### config.mk
export PLATFORM = sky130hd
export DESIGN_NAME = addsub_digit_serial
export DESIGN_NICKNAME = d
export VERILOG_FILES = /design/src/rtl/addsub_pkg.sv /design/src/rtl/fa_digit.sv /design/src/rtl/addsub_digit_serial.sv
export SDC_FILE = /design/constraint.sdc
export NUM_CORES = 1
export LEC_CHECK = 0
export ABC_AREA = 1
export CAP_MARGIN = 10
export CORE_MARGIN = 3
export CORE_UTILIZATION = 55
export CTS_BUF_LIST = sky130_fd_sc_hd__clkbuf_8 sky130_fd_sc_hd__clkbuf_16
export DETAILED_ROUTE_END_ITERATION = 16
export DONT_BUFFER_PORTS = 1
export HOLD_SLACK_MARGIN = 0.12
export PLACE_DENSITY = 0.7
export SYNTH_ARGS = -nofsm -noshare
export SYNTH_HDL_FRONTEND = slang
export SYNTH_SLANG_ARGS = --single-unit
### constraint.sdc
create_clock -name clk -period 2.7 [get_ports clk]
set_clock_uncertainty 0.15 [all_clocks]
set_input_delay 0.54 -clock clk [delete_from_list [all_inputs] [get_ports clk]]
set_output_delay 0.54 -clock clk [all_outputs]
set_load 0.02 [all_outputs]
### src/rtl/addsub_pkg.sv
// Shared definitions for the digit-serial adder/subtractor.
//
// Contents:
//   state_t       - controller states (IDLE, RUN, DONE)
//   SAT_MAX_WIDTH - widest operand the saturation helper can describe
//   satValue()    - saturated signed constant for a given width and sign
//
// The saturation helper is only referenced when ADDSUB_DIGIT_SAT_EN is
// defined.

package addsub_pkg;

    typedef enum logic [1:0] {
        IDLE = 2'd0,
        RUN  = 2'd1,
        DONE = 2'd2
    } state_t;

    localparam int SAT_MAX_WIDTH = 256;

    // Returns the most positive value (0 followed by ones) when negative is 0,
    // or the most negative value (1 followed by zeros) when negative is 1.
    // Bits above 'width' are zero so the caller can size-cast the result.
    function automatic logic [SAT_MAX_WIDTH-1:0] satValue(input int width, input logic negative);
        logic [SAT_MAX_WIDTH-1:0] value;
        value = '0;
        for (int i = 0; i < SAT_MAX_WIDTH; i++) begin
            if (i < width) begin
                value[i] = (i == width - 1) ? negative : ~negative;
            end
        end
        return value;
    endfunction

endpackage

### src/rtl/fa_digit.sv
// Combinational DIGIT-bit ripple-carry slice.
//
// Ports:
//   a, b  [DIGIT-1:0] in  - operand digits
//   cin               in  - carry into bit 0
//   sum   [DIGIT-1:0] out - digit sum
//   cout              out - carry out of the top bit
//   cmsb              out - carry into the top bit (used for overflow)

module fa_digit #(
    parameter int DIGIT = 2
) (
    input  logic [DIGIT-1:0] a,
    input  logic [DIGIT-1:0] b,
    input  logic             cin,
    output logic [DIGIT-1:0] sum,
    output logic             cout,
    output logic             cmsb
);

    logic [DIGIT:0] w_carry;

    // Classic ripple: each bit's carry feeds the next full adder.
    always_comb begin
        w_carry    = '0;
        sum        = '0;
        w_carry[0] = cin;
        for (int i = 0; i < DIGIT; i++) begin
            sum[i]       = a[i] ^ b[i] ^ w_carry[i];
            w_carry[i+1] = (a[i] & b[i]) | (w_carry[i] & (a[i] ^ b[i]));
        end
    end

    assign cout = w_carry[DIGIT];
    assign cmsb = w_carry[DIGIT-1];

endmodule

### src/rtl/addsub_digit_serial.sv
// Digit-serial signed/unsigned adder-subtractor with valid/ready handshakes.
// Operands are consumed DIGIT bits per clock, LSB first, so a result takes
// N = WIDTH/DIGIT compute cycles.
//
// Ports:
//   clk, rst            - clock (rising edge), async active-high reset
//   in_valid/in_ready   - operand handshake (ready only in IDLE)
//   A, B [WIDTH-1:0]    - operands, sampled on the accepting edge
//   sel                 - 0 = A+B, 1 = A-B
//   out_valid/out_ready - result handshake (valid only in DONE)
//   S [WIDTH-1:0]       - sum/difference
//   Ci                  - carry out of bit WIDTH-1 (subtract: 1 = no borrow)
//   Ov                  - two's-complement signed overflow
//
// Optional feature: define ADDSUB_DIGIT_SAT_EN to saturate S on overflow.

module addsub_digit_serial #(
    parameter int WIDTH = 8,
    parameter int DIGIT = 2
) (
    input  logic             clk,
    input  logic             rst,
    input  logic             in_valid,
    output logic             in_ready,
    input  logic [WIDTH-1:0] A,
    input  logic [WIDTH-1:0] B,
    input  logic             sel,
    output logic             out_valid,
    input  logic             out_ready,
    output logic [WIDTH-1:0] S,
    output logic             Ci,
    output logic             Ov
);

    import addsub_pkg::*;

    localparam int N  = WIDTH / DIGIT;
    localparam int CW = (N > 1) ? $clog2(N) : 1;

    if (WIDTH < 2 || DIGIT < 1 || (WIDTH % DIGIT) != 0) begin : g_badParams
        $error("addsub_digit_serial: WIDTH must be >= 2 and a multiple of DIGIT");
    end

    state_t           r_state;
    state_t           w_stateNext;
    logic [CW-1:0]    r_count;
    logic [WIDTH-1:0] r_a;
    logic [WIDTH-1:0] r_b;
    logic [WIDTH-1:0] r_res;
    logic             r_carry;
    logic [WIDTH-1:0] r_s;
    logic             r_ci;
    logic             r_ov;

    logic [DIGIT-1:0] w_sum;
    logic             w_cout;
    logic             w_cmsb;
    logic [WIDTH-1:0] w_resNext;
    logic [WIDTH-1:0] w_sNext;
    logic             w_lastDigit;

    fa_digit #(
        .DIGIT (DIGIT)
    ) u_slice (
        .a    (r_a[DIGIT-1:0]),
        .b    (r_b[DIGIT-1:0]),
        .cin  (r_carry),
        .sum  (w_sum),
        .cout (w_cout),
        .cmsb (w_cmsb)
    );

    // New digits enter at the top, so after N shifts the first digit has
    // walked down to bit 0 and the register holds the full result.
    if (N == 1) begin : g_singleDigit
        assign w_resNext = w_sum;
    end else begin : g_multiDigit
        assign w_resNext = {w_sum, r_res[WIDTH-1:DIGIT]};
    end

    assign w_lastDigit = (r_state == RUN) && (r_count == CW'(N - 1));

`ifdef ADDSUB_DIGIT_SAT_EN
    // Sign of A is lost from the shift register, so keep it separately.
    logic             r_aSign;
    logic [WIDTH-1:0] w_sat;

    if (WIDTH > SAT_MAX_WIDTH) begin : g_satTooWide
        $error("addsub_digit_serial: WIDTH exceeds SAT_MAX_WIDTH");
    end

    always_ff @(posedge clk or posedge rst) begin
        if (rst) begin
            r_aSign <= 1'b0;
        end else if (r_state == IDLE && in_valid) begin
            r_aSign <= A[WIDTH-1];
        end
    end

    assign w_sat   = WIDTH'(satValue(WIDTH, r_aSign));
    assign w_sNext = (w_cmsb ^ w_cout) ? w_sat : w_resNext;
`else
    assign w_sNext = w_resNext;
`endif

    always_ff @(posedge clk or posedge rst) begin
        if (rst) begin
            r_state <= IDLE;
        end else begin
            r_state <= w_stateNext;
        end
    end

    always_comb begin
        w_stateNext = r_state;
        case (r_state)
            IDLE:    if (in_valid)    w_stateNext = RUN;
            RUN:     if (w_lastDigit) w_stateNext = DONE;
            DONE:    if (out_ready)   w_stateNext = IDLE;
            default: w_stateNext = IDLE;
        endcase
    end

    // Subtraction is A + ~B + 1: B is inverted on capture and the carry
    // register starts at sel, so the slice never needs to know the mode.
    always_ff @(posedge clk or posedge rst) begin
        if (rst) begin
            r_count <= '0;
            r_a     <= '0;
            r_b     <= '0;
            r_res   <= '0;
            r_carry <= 1'b0;
            r_s     <= '0;
            r_ci    <= 1'b0;
            r_ov    <= 1'b0;
        end else begin
            case (r_state)
                IDLE: begin
                    if (in_valid) begin
                        r_a     <= A;
                        r_b     <= B ^ {WIDTH{sel}};
                        r_carry <= sel;
                        r_count <= '0;
                    end
                end
                RUN: begin
                    r_a     <= r_a >> DIGIT;
                    r_b     <= r_b >> DIGIT;
                    r_res   <= w_resNext;
                    r_carry <= w_cout;
                    r_count <= r_count + CW'(1);
                    if (w_lastDigit) begin
                        r_s  <= w_sNext;
                        r_ci <= w_cout;
                        r_ov <= w_cmsb ^ w_cout;
                    end
                end
                default: begin
                end
            endcase
        end
    end

    assign in_ready  = (r_state == IDLE);
    assign out_valid = (r_state == DONE);
    assign S         = r_s;
    assign Ci        = r_ci;
    assign Ov        = r_ov;

endmodule

* Word-level counts from Yosys, hierarchy flattened
Cells that the tools add are included.
Word-level totals: register bits after elaboration 39, output and inout port bits 12, word-level logic and storage cells 46
Cells by class: $add $sub $neg 1, eq/ne operators 6, mux-type cells 12, bitwise gates (word level) 12, reduce and logical (&&, ||, !) cells 6
Operator list (count):
- one-hot mux 8 bit (2 select lines) | 2
- two-way mux 8 bit | 2
- two-way mux 2 bit | 4
- XOR 8 bit | 1
- one-hot mux 2 bit (3 select lines) | 1
- XOR 1 bit | 5
- AND 1 bit | 4
- equality test 2 bit (second input constant) | 2
- != test 2 bit (second input constant) | 2
- one-hot mux 2 bit (2 select lines) | 1
- AND reduction 2 bit | 2
- AND reduction 3 bit | 1
- adder 2 x 1 -> 2 bit (second input constant) | 1
- equality test 2 x 1 -> 1 bit (second input constant) | 1
- logical NOT 2 bit | 1
- != test 2 x 1 -> 1 bit (second input constant) | 1
- OR 1 bit | 2
- one-hot mux 1 bit (2 select lines) | 1
- nonzero test 2 bit | 1
- logical AND 1 bit | 1
- two-way mux 1 bit | 1

* Longest topological paths before layout
Gate-level depths: netlist of the first run.
depth in word-level cells 6, gate-level depth with buffers 7

* Modules after synthesis
Synthesis of the first run repeated with hierarchy kept, for this count alone.
Second synthesis, totals: cells, all modules 202, area, all modules 1716.6 um2
By module, submodules not included:
- addsub_digit_serial | instances 1, cells an instance 200, area an instance 1676.6 um2, sequential area each 925.9 um2
- fa_digit | instances 1, cells an instance 2, area an instance 40.0 um2, sequential area each 0.0 um2

* Worst setup path after synthesis of the first run
OpenSTA, ideal clock, no wires.
path type flip-flop to flip-flop, from register r_a[0], to register r_ov, in the netlist Ov, arrival 1.526 ns, data required time 2.434 ns, setup slack 0.908 ns, cell stages (with the launch flop) 7, buffers on the path 0, period minus slack after synthesis 1.792 ns, cells stage by stage dfrtp_1 inv_1 fa_1 fa_1 xor2_1 nand2_1 nand2_1
On the way: cells in the longest elaborated chain, start to end 6, elaborated cells between the ends (all ways) 7
Ends and longest elaborated chain:
- start, declared | RTL line addsub_digit_serial.sv:47 | logic [WIDTH-1:0] r_a;
- start signal, assigned | RTL line addsub_digit_serial.sv:147 | r_a <= r_a >> DIGIT;
- XOR 1 bit | RTL line fa_digit.sv:30 | w_carry[i+1] = (a[i] & b[i]) | (w_carry[i] & (a[i] ^ b[i]));
- AND 1 bit | RTL line fa_digit.sv:30
- OR 1 bit * | RTL line fa_digit.sv:30
- AND 1 bit | RTL line fa_digit.sv:30
- OR 1 bit | RTL line fa_digit.sv:30
- XOR 1 bit * | RTL line addsub_digit_serial.sv:155 | r_ov <= w_cmsb ^ w_cout;
- end signal, assigned | RTL line addsub_digit_serial.sv:155
- end, declared | RTL line addsub_digit_serial.sv:53 | logic r_ov;
Mark *: on every way between the ends. The rest lies on a longest branch, timed or not. A chain may end at the register's enable or synchronous reset.

* Final worst setup path of the first run
from register r_state[0], to output port in_ready
On the way: cells in the longest elaborated chain, start to end 1
Ends and longest elaborated chain:
- start, declared | RTL line addsub_digit_serial.sv:44 | state_t r_state;
- start signal, assigned | RTL line addsub_digit_serial.sv:110 | r_state <= w_stateNext;
- logical NOT 2 bit | RTL line addsub_digit_serial.sv:164 | assign in_ready = (r_state == IDLE);
- end, declared | RTL line addsub_digit_serial.sv:24 | output logic in_ready,
No other way between the ends.

==> results of run 1 <==
-- metrics by stage --
stage	utilization [%]	cells	power [uW]
after floorplan	-	207	1620
after global routing	64.1	248	2290
after CTS	64.1	248	2130
final	64.1	248	2090
after global placement	60.7	240	1700
after detailed placement	60.7	240	1750
-- state kept, by name (all words and copies together) (netlist names) --
| name | cells |
|---|---|
| r_a | 8 |
| r_b | 8 |
| r_carry | 1 |
| S | 8 |
| r_res | 6 |
| r_state | 2 |
| r_count | 2 |
| Ci | 1 |
| Ov | 1 |
-- power groups by stage --
stage                     combinational [uW]  clock, uW  sequential, uW
after global routing                     844        413            1030
final                                    718        372            1000
after detailed placement                 737          0            1010
after floorplan                          659          0             961
after global placement                   706          0             999
after CTS                                739        388            1000
-- synth_stat cells, types with 2 or more instances --
master                    count
sky130_fd_sc_hd__inv_1       20
sky130_fd_sc_hd__nand2_1     70
sky130_fd_sc_hd__fa_1         2
sky130_fd_sc_hd__dfrtp_1     37
sky130_fd_sc_hd__nand2_2      2
sky130_fd_sc_hd__xor2_1       3
sky130_fd_sc_hd__o21ai_2      6
sky130_fd_sc_hd__buf_2        8
sky130_fd_sc_hd__nor2_2       2
sky130_fd_sc_hd__nor2_1       2
sky130_fd_sc_hd__nand3_1     39
sky130_fd_sc_hd__o21ai_0      9
-- kinds of logic after synthesis --
| kind of cell | Yosys count | synth area share, % |
|---|---|---|
| compound gates | 16 | 5.97 |
| buf+inv | 31 | 7.82 |
| flops | 37 | 52.6 |
| simple gates | 117 | 29.1 |
| xor+xnor | 3 | 1.49 |
| fa+ha+maj | 3 | 2.99 |
-- routing by layer --
layer,up-vias,share of wire [%]
li1,648,-
met1,608,42
met2,33,50
met3,3,6.8
met4,0,0.79
met5,-,0
-- worst max path at each step --
stage | startpoint | end | slack (ns)
global route | r_state[0]$_DFFE_PP0P_ | in_ready | 0.76
global placement | r_a[0]$_DFFE_PP0P_ | Ov$_DFFE_PP0P_ | 0.87
CTS | r_state[0]$_DFFE_PP0P_ | in_ready | 0.81
finish | r_state[0]$_DFFE_PP0P_ | in_ready | 0.81
detailed placement | r_a[0]$_DFFE_PP0P_ | Ov$_DFFE_PP0P_ | 0.84
floorplan | r_a[0]$_DFFE_PP0P_ | Ov$_DFFE_PP0P_ | 0.91
-- cell type report --
type | count | area (um^2) | share of cell area [%]
clock buffer | 6 | 82.6 | 4.44
clock inverter | 1 | 3.75 | 0.202
inverter | 21 | 78.8 | 4.24
multi-input combinational | 139 | 697 | 37.5
sequential | 37 | 926 | 49.8
tap | 42 | 52.6 | 2.83
timing repair buffer | 2 | 17.5 | 0.943
-- repair_timing --
action                                 CTS  global route
endpoints found under the hold margin   37             0
setup endpoints to repair                0             0
hold buffers                             1             0
==> metrics.txt, run 1 <==
# TYPE chip_impl_metric gauge
chip_impl_metric{name="synth-seq-area-share",unit="%"} 52.6
chip_impl_metric{name="ys_seq_elements",unit=""} 37
chip_impl_metric{name="maxSlewViolCount",unit=""} 0
chip_impl_metric{name="yosys_warning_count",unit=""} 0
chip_impl_metric{name="critical_path.n_buffers_inverters",unit=""} 0
chip_impl_metric{name="global_route.usage.met2",unit="%"} 30.5
chip_impl_metric{name="layout.filler_cells",unit=""} 270
chip_impl_info{name="unrepaired_setup_endpoints_after_global_routing",value="no"} 1
chip_impl_info{name="hold_path.class",value="input pin to flop"} 1
chip_impl_metric{name="detail_route.wirelength",unit="mm"} 3.15
chip_impl_metric{name="setup_tns",unit="ns"} 0
chip_impl_metric{name="std_cell_rows",unit=""} 19
chip_impl_metric{name="synth-async-reset-ratio",unit="%"} 100
chip_impl_metric{name="antenna_found_initial",unit=""} 0
chip_impl_metric{name="clock_insertion_delay_worst_skew",unit="ns"} 0.28
chip_impl_metric{name="drive_gt1_share",unit="%"} 9.71
chip_impl_metric{name="cap_violations",unit=""} 0
chip_impl_metric{name="drt_drc_violations_left",unit=""} 0
chip_impl_metric{name="grt_first_pass_wirelength",unit="mm"} 5.58
chip_impl_metric{name="top_level_ports",unit=""} 33
chip_impl_metric{name="ctsLongestPathBuffers",unit=""} 2
chip_impl_metric{name="numPortBuffers",unit=""} 0
chip_impl_metric{name="drt-wirelength-per-cell",unit="um"} 12.7
chip_impl_metric{name="maxClockFrequency",unit="GHz"} 0.530
chip_impl_info{name="cp-start-kind",value="flop"} 1
chip_impl_metric{name="leakage",unit="uW"} 0.000961
chip_impl_info{name="worst_hold_startpoint",value="out_ready"} 1
chip_impl_metric{name="route.antenna.remaining_nets",unit=""} 0
chip_impl_metric{name="track_usage",unit="%"} 17.6
chip_impl_metric{name="route.vias.total",unit=""} 1292
chip_impl_metric{name="cp_data_arrival_time",unit="ns"} 1.20
chip_impl_metric{name="timing_worst_slew_pin_value",unit="ns"} 0.537
chip_impl_metric{name="tritoncts.num_buffers",unit=""} 5
chip_impl_info{name="root_buffer",value="sky130_fd_sc_hd__clkbuf_8"} 1
chip_impl_metric{name="place_area",unit="um^2"} 1760
chip_impl_metric{name="globalRouteMet3Util",unit="%"} 6.47
chip_impl_metric{name="critical_path_stages",unit=""} 1
chip_impl_metric{name="timing.final.crit_share",unit="%"} 69.9
chip_impl_metric{name="yosys.area.top_type_share",unit="%"} 52.6
chip_impl_metric{name="critical_path.max_stage_delay",unit="ns"} 0.46
chip_impl_metric{name="route.detailed.vias_per_inst",unit=""} 5.21
chip_impl_metric{name="part_of_the_total_power_dissipated_in_sequential_elements",unit="%"} 47.9
chip_impl_metric{name="switchingPower",unit="uW"} 872
chip_impl_metric{name="grt_pass1_vias",unit=""} 1312
chip_impl_metric{name="p_per_area",unit="nW/um^2"} 1130
chip_impl_metric{name="number_of_enable_type_register_cells_in_the_synthesized_netlist",unit=""} 0
chip_impl_metric{name="dp_slack",unit="ns"} 0.839
chip_impl_info{name="regToRegStartpoint",value="r_a[0]$_DFFE_PP0P_"} 1
chip_impl_metric{name="num_antenna_cells",unit=""} 0
chip_impl_metric{name="initial_utilization",unit="%"} 60.7
chip_impl_info{name="endpoint_kind",value="output port"} 1
chip_impl_info{name="mostFrequentLayoutCell",value="sky130_fd_sc_hd__nand2_1"} 1
chip_impl_metric{name="timing.final.hold_violations",unit=""} 0
chip_impl_metric{name="cp_max_fo",unit=""} 8
chip_impl_metric{name="routabilityCongestion",unit=""} 0.773
chip_impl_metric{name="ff2ff_path_depth",unit=""} 6
chip_impl_metric{name="syn_avg_cell_area",unit="um^2"} 8.50
chip_impl_metric{name="cts.clk_slew.worst_paths",unit="ns"} 0.06
chip_impl_info{name="globalRoute.busiestLayer",value="met2"} 1
chip_impl_metric{name="register_to_register_setup_slack",unit="ns"} 0.84
chip_impl_metric{name="h-tree-depth",unit=""} 2
chip_impl_metric{name="worst_slew_margin_rel",unit="%"} 64.1
chip_impl_metric{name="combinationalPowerShare",unit="%"} 34.4
chip_impl_metric{name="ys_types",unit=""} 19
chip_impl_info{name="worst_r2r_endpoint",value="Ov$_DFFE_PP0P_"} 1
chip_impl_metric{name="cts_sinks",unit=""} 37
chip_impl_metric{name="grt_max_degree",unit=""} 38
chip_impl_metric{name="post_cts_resize_count",unit=""} 0
chip_impl_metric{name="final_area",unit="um^2"} 1860
chip_impl_metric{name="dp_hpwl",unit="mm"} 2.15
chip_impl_metric{name="grt_overflow_total",unit=""} 0
chip_impl_info{name="path_cells",value="nor2_2"} 1
chip_impl_metric{name="layout_min_cycle_time",unit="ns"} 1.89
chip_impl_metric{name="detailedRoute.firstPassIterationCount",unit=""} 4
chip_impl_metric{name="die-area",unit="um^2"} 3920
chip_impl_metric{name="setup-violations-final",unit=""} 0
chip_impl_metric{name="maximum_resistive_drop_on_vdd",unit="mV"} 0.661
chip_impl_info{name="synth_top_cell_by_area",value="sky130_fd_sc_hd__dfrtp_1"} 1
chip_impl_metric{name="nNetsFinal",unit=""} 230
chip_impl_metric{name="mappedNetlistNets",unit=""} 231
chip_impl_info{name="layout_common_cells",value="70 x sky130_fd_sc_hd__nand2_1, 39 x sky130_fd_sc_hd__nand3_1, 37 x sky130_fd_sc_hd__dfrtp_1, 21 x sky130_fd_sc_hd__inv_1, 9 x sky130_fd_sc_hd__o21ai_0"} 1
chip_impl_metric{name="cell_internal_pwr",unit="uW"} 1220
chip_impl_metric{name="clock_network_fraction_of_design_power",unit="%"} 17.8
chip_impl_info{name="critical_path.slowest_cell",value="sky130_fd_sc_hd__dfrtp_1"} 1
chip_impl_metric{name="netlist_instances",unit=""} 207
chip_impl_metric{name="timing.final.ws_setup",unit="ns"} 0.813
chip_impl_metric{name="min_delay_path_depth",unit=""} 1
chip_impl_metric{name="die_height",unit="um"} 62.6
chip_impl_metric{name="core_region_area",unit="um^2"} 2900
chip_impl_info{name="run_status",value="finished clean"} 1
chip_impl_info{name="netlist_top_cells_area",value="sky130_fd_sc_hd__dfrtp_1 53%, sky130_fd_sc_hd__nand2_1 15%, sky130_fd_sc_hd__nand3_1 11%"} 1
chip_impl_metric{name="die_x",unit="um"} 62.6
chip_impl_info{name="synth_top_flop_cell",value="sky130_fd_sc_hd__dfrtp_1"} 1
chip_impl_metric{name="grt.met1_usage",unit="%"} 20.5
chip_impl_info{name="tritoncts",value="done"} 1
chip_impl_info{name="critical_path_class",value="flop to output port"} 1
chip_impl_metric{name="synth_area",unit="um^2"} 1760
chip_impl_metric{name="sw_frac_of_total",unit="%"} 41.7
chip_impl_metric{name="post-cts-setup-buffers",unit=""} 0
chip_impl_metric{name="dr_iter_0_viols",unit=""} 73
chip_impl_metric{name="hold_ws",unit="ns"} 0.205
chip_impl_info{name="timing.critical_path.max_delay_family",value="flip-flops"} 1
chip_impl_metric{name="area_growth_syn_to_layout",unit="%"} 5.54
chip_impl_info{name="whs_endpoint",value="r_state[1]$_DFFE_PP0P_"} 1
chip_impl_metric{name="worst-endpoint-required",unit="ns"} 2.01
Note: power is estimated with default switching activity, not from simulation.
==> run 2: changes to the inputs <==
--- a/config.mk
+++ b/config.mk
@@ -13,7 +13,7 @@
 export DETAILED_ROUTE_END_ITERATION = 16
 export DONT_BUFFER_PORTS = 1
 export HOLD_SLACK_MARGIN = 0.12
-export PLACE_DENSITY = 0.7
+export PLACE_DENSITY = 0.73
 export SYNTH_ARGS = -nofsm -noshare
 export SYNTH_HDL_FRONTEND = slang
 export SYNTH_SLANG_ARGS = --single-unit
==> constraint.sdc (replaced) <==
create_clock -name clk -period 1.6 [get_ports clk]
set_clock_uncertainty 0.15 [all_clocks]
set_input_delay 0.32 -clock clk [delete_from_list [all_inputs] [get_ports clk]]
set_output_delay 0.32 -clock clk [all_outputs]
set_load 0.02 [all_outputs]
==> metrics.txt, run 2 (synthesized netlist as in run 1, its figures left out) <==
# TYPE chip_impl_metric gauge
chip_impl_metric{name="drive_gt1_share",unit="%"} 15.8
chip_impl_metric{name="final_util",unit="%"} 73.9
chip_impl_info{name="timing.critical_path.max_delay_family",value="adder cells"} 1
chip_impl_metric{name="cap_violations",unit=""} 0
chip_impl_metric{name="place_area",unit="um^2"} 1830
chip_impl_metric{name="die_x",unit="um"} 62.6
chip_impl_metric{name="track_usage",unit="%"} 20.9
chip_impl_metric{name="critical_path.max_stage_delay",unit="ns"} 0.56
chip_impl_metric{name="critical_path.n_buffers_inverters",unit=""} 1
chip_impl_metric{name="area_occupied_by_multi_input_gates",unit="um^2"} 711
chip_impl_metric{name="detailedRoute.firstPassIterationCount",unit=""} 4
chip_impl_metric{name="routabilityCongestion",unit=""} 0.734
chip_impl_metric{name="grt_first_pass_wirelength",unit="mm"} 6.54
chip_impl_info{name="hold_path.class",value="input pin to flop"} 1
chip_impl_metric{name="drt-wirelength-per-cell",unit="um"} 13.4
chip_impl_metric{name="worst_slew_margin_rel",unit="%"} 69.1
chip_impl_metric{name="route.vias.total",unit=""} 1418
chip_impl_metric{name="clock_insertion_delay_worst_skew",unit="ns"} 0.28
chip_impl_metric{name="timing.final.crit_share",unit="%"} 107
chip_impl_metric{name="antenna_found_initial",unit=""} 0
chip_impl_metric{name="route.detailed.vias_per_inst",unit=""} 5.14
chip_impl_metric{name="grt_overflow_total",unit=""} 0
chip_impl_info{name="layout_common_cells",value="70 x sky130_fd_sc_hd__nand2_1, 38 x sky130_fd_sc_hd__nand3_1, 36 x sky130_fd_sc_hd__dfrtp_1, 19 x sky130_fd_sc_hd__inv_1, 19 x sky130_fd_sc_hd__dlygate4sd3_1"} 1
chip_impl_metric{name="final_area",unit="um^2"} 2140
chip_impl_info{name="tritoncts",value="done"} 1
chip_impl_info{name="critical_path_class",value="flop to flop"} 1
chip_impl_metric{name="top_level_ports",unit=""} 33
chip_impl_metric{name="maxClockFrequency",unit="GHz"} 0.581
chip_impl_metric{name="timing.final.ws_setup",unit="ns"} -0.120
chip_impl_metric{name="maximum_resistive_drop_on_vdd",unit="mV"} 1.05
chip_impl_metric{name="p_per_area",unit="nW/um^2"} 1830
chip_impl_metric{name="worst-endpoint-required",unit="ns"} 1.62
chip_impl_metric{name="numPortBuffers",unit=""} 0
chip_impl_info{name="path_cells",value="inv_2 -> fa_2 -> fa_2 -> o21ai_2"} 1
chip_impl_metric{name="route.antenna.remaining_nets",unit=""} 0
chip_impl_metric{name="layout.filler_cells",unit=""} 233
chip_impl_info{name="mostFrequentLayoutCell",value="sky130_fd_sc_hd__nand2_1"} 1
chip_impl_metric{name="timing_worst_slew_pin_value",unit="ns"} 0.464
chip_impl_metric{name="drt_drc_violations_left",unit=""} 0
chip_impl_metric{name="num_antenna_cells",unit=""} 0
chip_impl_info{name="endpoint_kind",value="flop"} 1
chip_impl_metric{name="grt_pass1_vias",unit=""} 1502
chip_impl_metric{name="leakage",unit="uW"} 0.00110
chip_impl_metric{name="cp_data_arrival_time",unit="ns"} 1.74
chip_impl_info{name="run_status",value="finished, violations left"} 1
chip_impl_metric{name="dp_hpwl",unit="mm"} 2.36
chip_impl_metric{name="detail_route.wirelength",unit="mm"} 3.71
chip_impl_metric{name="nNetsFinal",unit=""} 258
chip_impl_info{name="root_buffer",value="sky130_fd_sc_hd__clkbuf_8"} 1
chip_impl_metric{name="cp_max_fo",unit=""} 2
chip_impl_metric{name="core_region_area",unit="um^2"} 2900
chip_impl_metric{name="ff_latch_area",unit="um^2"} 927
chip_impl_metric{name="layout_min_cycle_time",unit="ns"} 1.72
chip_impl_metric{name="timing.final.hold_violations",unit=""} 0
chip_impl_info{name="failing_checks",value="setup timing"} 1
chip_impl_metric{name="area_growth_syn_to_layout",unit="%"} 21.8
chip_impl_metric{name="cts_sinks",unit=""} 37
chip_impl_metric{name="grt_max_degree",unit=""} 38
chip_impl_metric{name="die-area",unit="um^2"} 3920
chip_impl_metric{name="initial_utilization",unit="%"} 60.7
chip_impl_metric{name="h-tree-depth",unit=""} 2
chip_impl_info{name="critical_path.slowest_cell",value="sky130_fd_sc_hd__fa_2"} 1
chip_impl_metric{name="std_cell_rows",unit=""} 19
chip_impl_info{name="unrepaired_setup_endpoints_after_global_routing",value="yes"} 1
chip_impl_info{name="cpMostUsedCell",value="sky130_fd_sc_hd__fa_2"} 1
chip_impl_metric{name="tritoncts.num_buffers",unit=""} 5
chip_impl_metric{name="ctsLongestPathBuffers",unit=""} 2
chip_impl_metric{name="dr_iter_0_viols",unit=""} 83
chip_impl_metric{name="setup-violations-final",unit=""} 6
chip_impl_info{name="cp-start-kind",value="flop"} 1
chip_impl_metric{name="cts.clk_slew.worst_paths",unit="ns"} 0.07
chip_impl_metric{name="maxSlewViolCount",unit=""} 0
chip_impl_metric{name="die_height",unit="um"} 62.6
==> run 2: cell type report <==
| type | instances | share of cell area [%] |
|---|---|---|
| clock buffer | 6 | 3.85 |
| multi-input combinational | 139 | 33.1 |
| sequential | 37 | 43.2 |
| timing repair buffer | 30 | 13.5 |
| inverter | 21 | 3.68 |
| tap | 42 | 2.45 |
| clock inverter | 1 | 0.175 |
==> run 2: final timing paths <==
check                                startpoint                      to  slack [ns]  depth (start not counted)
max                          r_a[0]$_DFFE_PP0P_        S[7]$_DFFE_PP0P_       -0.12                          4
min                                        B[3]      r_b[3]$_DFFE_PP0P_        0.12                          4
max reg2reg                  r_a[0]$_DFFE_PP0P_        S[7]$_DFFE_PP0P_       -0.12                          4
min reg2reg                r_res[7]$_DFFE_PP0P_    r_res[7]$_DFFE_PP0P_        0.33                          2
max in group asynchronous                   rst  r_state[0]$_DFFE_PP0P_        0.51                          3
min in group asynchronous                   rst        S[1]$_DFFE_PP0P_        0.44                          3
==> run 2: where the power goes <==
group	switching, uW	internal, uW	leakage (uW)	total [uW]
Clock	299	335	0.0000485	634
Sequential	374	1320	0.000477	1700
Combinational	936	648	0.000570	1580
==> run 2: worst register-to-register path, cell delays in order, from the launching register on <==
cell and delay [ns]:
sky130_fd_sc_hd__dfrtp_1 0.38, sky130_fd_sc_hd__inv_2 0.05, sky130_fd_sc_hd__fa_2 0.40, sky130_fd_sc_hd__fa_2 0.57
sky130_fd_sc_hd__o21ai_2 0.06
==> run 2: timing repair <==
action / in CTS / in global routing
hold buffers: 19 / 0
endpoints found under the setup margin: 6 / 7
setup buffers: 1 / 2
pin swaps: 4 / 2
gates resized for setup: 1 / 4
endpoints found under the hold margin: 54 / 0
==> run 2: stage by stage <==
step	instances	TNS, ns	setup WS (ns)	hold slack (ns)	power, uW
after floorplan	207	-0.128	-0.0606	0.268	2750
after global placement	247	-0.159	-0.0649	0.190	3050
after detailed placement	247	-0.368	-0.119	0.200	3150
after CTS	274	-0.478	-0.126	0.120	3860
after global routing	276	-0.822	-0.181	0.135	4240
final	276	-0.508	-0.120	0.120	3920
==> run 2: metal layers <==
layer	wire (um)	up-vias	GRT usage [%]
met5	0	-	0
met4	55	0	9.37
met3	154	7	4.50
met2	1910	30	37.7
met1	1590	673	23.6
li1	-	708	-
==> run 3: changes to the inputs <==
--- a/config.mk
+++ b/config.mk
@@ -8,12 +8,13 @@
 export ABC_AREA = 1
 export CAP_MARGIN = 10
 export CORE_MARGIN = 3
-export CORE_UTILIZATION = 55
+export CORE_UTILIZATION = 50
 export CTS_BUF_LIST = sky130_fd_sc_hd__clkbuf_8 sky130_fd_sc_hd__clkbuf_16
 export DETAILED_ROUTE_END_ITERATION = 16
 export DONT_BUFFER_PORTS = 1
 export HOLD_SLACK_MARGIN = 0.12
-export PLACE_DENSITY = 0.73
+export PLACE_DENSITY = 0.68
+export REMOVE_ABC_BUFFERS = 1
 export SYNTH_ARGS = -nofsm -noshare
 export SYNTH_HDL_FRONTEND = slang
 export SYNTH_SLANG_ARGS = --single-unit
==> metrics.txt, run 3 (synthesized netlist as in run 1, its figures left out) <==
# TYPE chip_impl_metric gauge
chip_impl_metric{name="grt_pass1_vias",unit=""} 1433
chip_impl_info{name="run_status",value="finished, violations left"} 1
chip_impl_metric{name="grt_first_pass_wirelength",unit="mm"} 6.42
chip_impl_info{name="critical_path_class",value="flop to flop"} 1
chip_impl_metric{name="cp_max_fo",unit=""} 3
chip_impl_metric{name="route.antenna.remaining_nets",unit=""} 0
chip_impl_metric{name="grt_max_degree",unit=""} 21
chip_impl_metric{name="track_usage",unit="%"} 19.8
chip_impl_metric{name="clock_insertion_delay_worst_skew",unit="ns"} 0.28
chip_impl_metric{name="h-tree-depth",unit=""} 2
chip_impl_metric{name="combinationalPowerShare",unit="%"} 38.8
chip_impl_metric{name="register_to_register_setup_slack",unit="ns"} -0.08
chip_impl_metric{name="place_area",unit="um^2"} 1840
chip_impl_metric{name="maxClockFrequency",unit="GHz"} 0.594
chip_impl_metric{name="cts.clk_slew.worst_paths",unit="ns"} 0.07
chip_impl_metric{name="die_height",unit="um"} 65.3
chip_impl_metric{name="detail_route.wirelength",unit="mm"} 3.60
chip_impl_metric{name="ctsLongestPathBuffers",unit=""} 2
chip_impl_metric{name="clock_network_fraction_of_design_power",unit="%"} 16.5
chip_impl_metric{name="routabilityCongestion",unit=""} 0.714
chip_impl_metric{name="p_per_area",unit="nW/um^2"} 1760
chip_impl_metric{name="sw_frac_of_total",unit="%"} 40.6
chip_impl_metric{name="worst_slew_margin_rel",unit="%"} 74.6
chip_impl_metric{name="min_delay_path_depth",unit=""} 4
chip_impl_metric{name="nNetsFinal",unit=""} 260
chip_impl_metric{name="switchingPower",unit="uW"} 1540
chip_impl_info{name="critical_path.startpoint",value="r_a[0]$_DFFE_PP0P_"} 1
chip_impl_info{name="layout_common_cells",value="70 x sky130_fd_sc_hd__nand2_1, 39 x sky130_fd_sc_hd__nand3_1, 37 x sky130_fd_sc_hd__dfrtp_1, 20 x sky130_fd_sc_hd__dlygate4sd3_1, 19 x sky130_fd_sc_hd__inv_1"} 1
chip_impl_metric{name="part_of_the_total_power_dissipated_in_sequential_elements",unit="%"} 44.6
chip_impl_metric{name="std_cell_rows",unit=""} 20
chip_impl_metric{name="timing.final.ws_setup",unit="ns"} -0.0821
chip_impl_metric{name="setup-violations-final",unit=""} 5
chip_impl_info{name="hold_path.class",value="input pin to flop"} 1
chip_impl_metric{name="drt-wirelength-per-cell",unit="um"} 12.8
chip_impl_metric{name="core_region_area",unit="um^2"} 3200
chip_impl_metric{name="tritoncts.num_buffers",unit=""} 5
chip_impl_metric{name="dr_iter_0_viols",unit=""} 73
chip_impl_info{name="worst_hold_startpoint",value="sel"} 1
chip_impl_metric{name="route.detailed.vias_per_inst",unit=""} 5.14
chip_impl_metric{name="final_area",unit="um^2"} 2150
chip_impl_metric{name="timing.final.crit_share",unit="%"} 105
chip_impl_metric{name="maxSlewViolCount",unit=""} 0
chip_impl_metric{name="numPortBuffers",unit=""} 0
chip_impl_metric{name="grt_overflow_total",unit=""} 0
chip_impl_metric{name="area_growth_syn_to_layout",unit="%"} 22.2
chip_impl_metric{name="layout.filler_cells",unit=""} 287
chip_impl_info{name="whs_endpoint",value="r_b[5]$_DFFE_PP0P_"} 1
chip_impl_info{name="unrepaired_setup_endpoints_after_global_routing",value="yes"} 1
chip_impl_metric{name="leakage",unit="uW"} 0.00110
chip_impl_metric{name="drive_gt1_share",unit="%"} 14.8
chip_impl_metric{name="die_x",unit="um"} 65.3
chip_impl_metric{name="layout_min_cycle_time",unit="ns"} 1.68
chip_impl_info{name="endpoint_kind",value="flop"} 1
chip_impl_info{name="mostFrequentLayoutCell",value="sky130_fd_sc_hd__nand2_1"} 1
chip_impl_metric{name="top_level_ports",unit=""} 33
chip_impl_metric{name="dp_hpwl",unit="mm"} 2.41
chip_impl_metric{name="timing.final.hold_violations",unit=""} 0
chip_impl_metric{name="ff2ff_path_depth",unit=""} 6
chip_impl_info{name="regToRegStartpoint",value="r_a[0]$_DFFE_PP0P_"} 1
chip_impl_metric{name="timing_worst_slew_pin_value",unit="ns"} 0.379
chip_impl_metric{name="route.vias.total",unit=""} 1440
chip_impl_metric{name="die-area",unit="um^2"} 4270
chip_impl_info{name="root_buffer",value="sky130_fd_sc_hd__clkbuf_8"} 1
chip_impl_metric{name="drt_drc_violations_left",unit=""} 0
chip_impl_metric{name="initial_utilization",unit="%"} 55.0
chip_impl_metric{name="cts_sinks",unit=""} 37
chip_impl_info{name="cp-start-kind",value="flop"} 1
chip_impl_metric{name="maximum_resistive_drop_on_vdd",unit="mV"} 0.881
chip_impl_metric{name="cap_violations",unit=""} 0
chip_impl_metric{name="antenna_found_initial",unit=""} 0
chip_impl_metric{name="detailedRoute.firstPassIterationCount",unit=""} 4
chip_impl_metric{name="cp_data_arrival_time",unit="ns"} 1.71
chip_impl_info{name="worst_r2r_endpoint",value="Ov$_DFFE_PP0P_"} 1
chip_impl_metric{name="cell_internal_pwr",unit="uW"} 2250
chip_impl_info{name="tritoncts",value="done"} 1
chip_impl_metric{name="worst-endpoint-required",unit="ns"} 1.62
chip_impl_info{name="failing_checks",value="setup timing"} 1
chip_impl_metric{name="num_antenna_cells",unit=""} 0
chip_impl_metric{name="p_total",unit="uW"} 3790
## run 3: cell types whose count changed in the layout (fill, tap and decap cells not counted), sizes merged
| cell | change |
|---|---|
| buf | +1 |
| dlygate4sd3 | +1 |
## run 3: layer usage
layer  part of all wire, %  GRT usage [%]  wire length, um  vias to the layer above
met5                     0              0                0                        -
met1                    42           24.4             1500                      668
li1                      -              -                -                      711
met2                    50           32.9             1790                       54
met4                   1.9           8.55               67                        0
met3                   6.7           4.79              240                        7
## run 3: cell type report
class | instances | area [um^2] | area share, %
flip-flops and latches | 37 | 926 | 43.0
multi-input cells | 139 | 702 | 32.6
repair buffers | 32 | 303 | 14.1
clock buffers | 6 | 82.6 | 3.84
inverters | 21 | 78.8 | 3.66
well taps | 44 | 55.1 | 2.56
clock inverters | 1 | 3.75 | 0.175
## run 3: stage by stage
stage | setup TNS [ns] | setup WS (ns) | hold WS [ns] | utilization [%] | instances
2_1_floorplan | -0.488 | -0.195 | 0.268 | - | 197
3_3_place_gp | -0.684 | -0.208 | 0.106 | 57.6 | 251
3_5_place_dp | -0.815 | -0.233 | 0.118 | 57.6 | 251
4_1_cts | -0.397 | -0.0998 | 0.120 | 66.9 | 279
5_1_grt | -0.611 | -0.160 | 0.166 | 67.1 | 280
6_report | -0.299 | -0.0821 | 0.124 | 67.1 | 280
## run 3: how the worst max path moves through the flow
stage,to,slack (ns)
2_1_floorplan,Ov$_DFFE_PP0P_,-0.20
3_3_place_gp,Ov$_DFFE_PP0P_,-0.21
3_5_place_dp,Ov$_DFFE_PP0P_,-0.23
4_1_cts,Ov$_DFFE_PP0P_,-0.1
5_1_grt,Ov$_DFFE_PP0P_,-0.16
6_report,Ov$_DFFE_PP0P_,-0.08
## run 3: timing repair
| action | in CTS | in global routing |
|---|---|---|
| endpoints found under the hold margin | 55 | 0 |
| setup buffers | 1 | 1 |
| setup endpoints to repair | 6 | 6 |
| gates resized for setup | 4 | 1 |
| hold buffers | 20 | 0 |
| pin swaps | 6 | 3 |
## run 3: power by group through the flow
stage / logic, uW / registers, uW / clock network (uW)
floorplan: 991 / 1640 / 0
CTS: 1480 / 1690 / 652
detailed placement: 1400 / 1710 / 0
global placement: 1350 / 1690 / 0
global route: 1680 / 1750 / 695
finish: 1470 / 1690 / 627
## run 3: worst max-delay path: stages, from the launching register on
cell	delay, ns
sky130_fd_sc_hd__dfrtp_1	0.36
sky130_fd_sc_hd__inv_2	0.05
sky130_fd_sc_hd__fa_2	0.40
sky130_fd_sc_hd__fa_2	0.37
sky130_fd_sc_hd__xor2_1	0.15
sky130_fd_sc_hd__nand2_1	0.06
sky130_fd_sc_hd__nand2_1	0.05
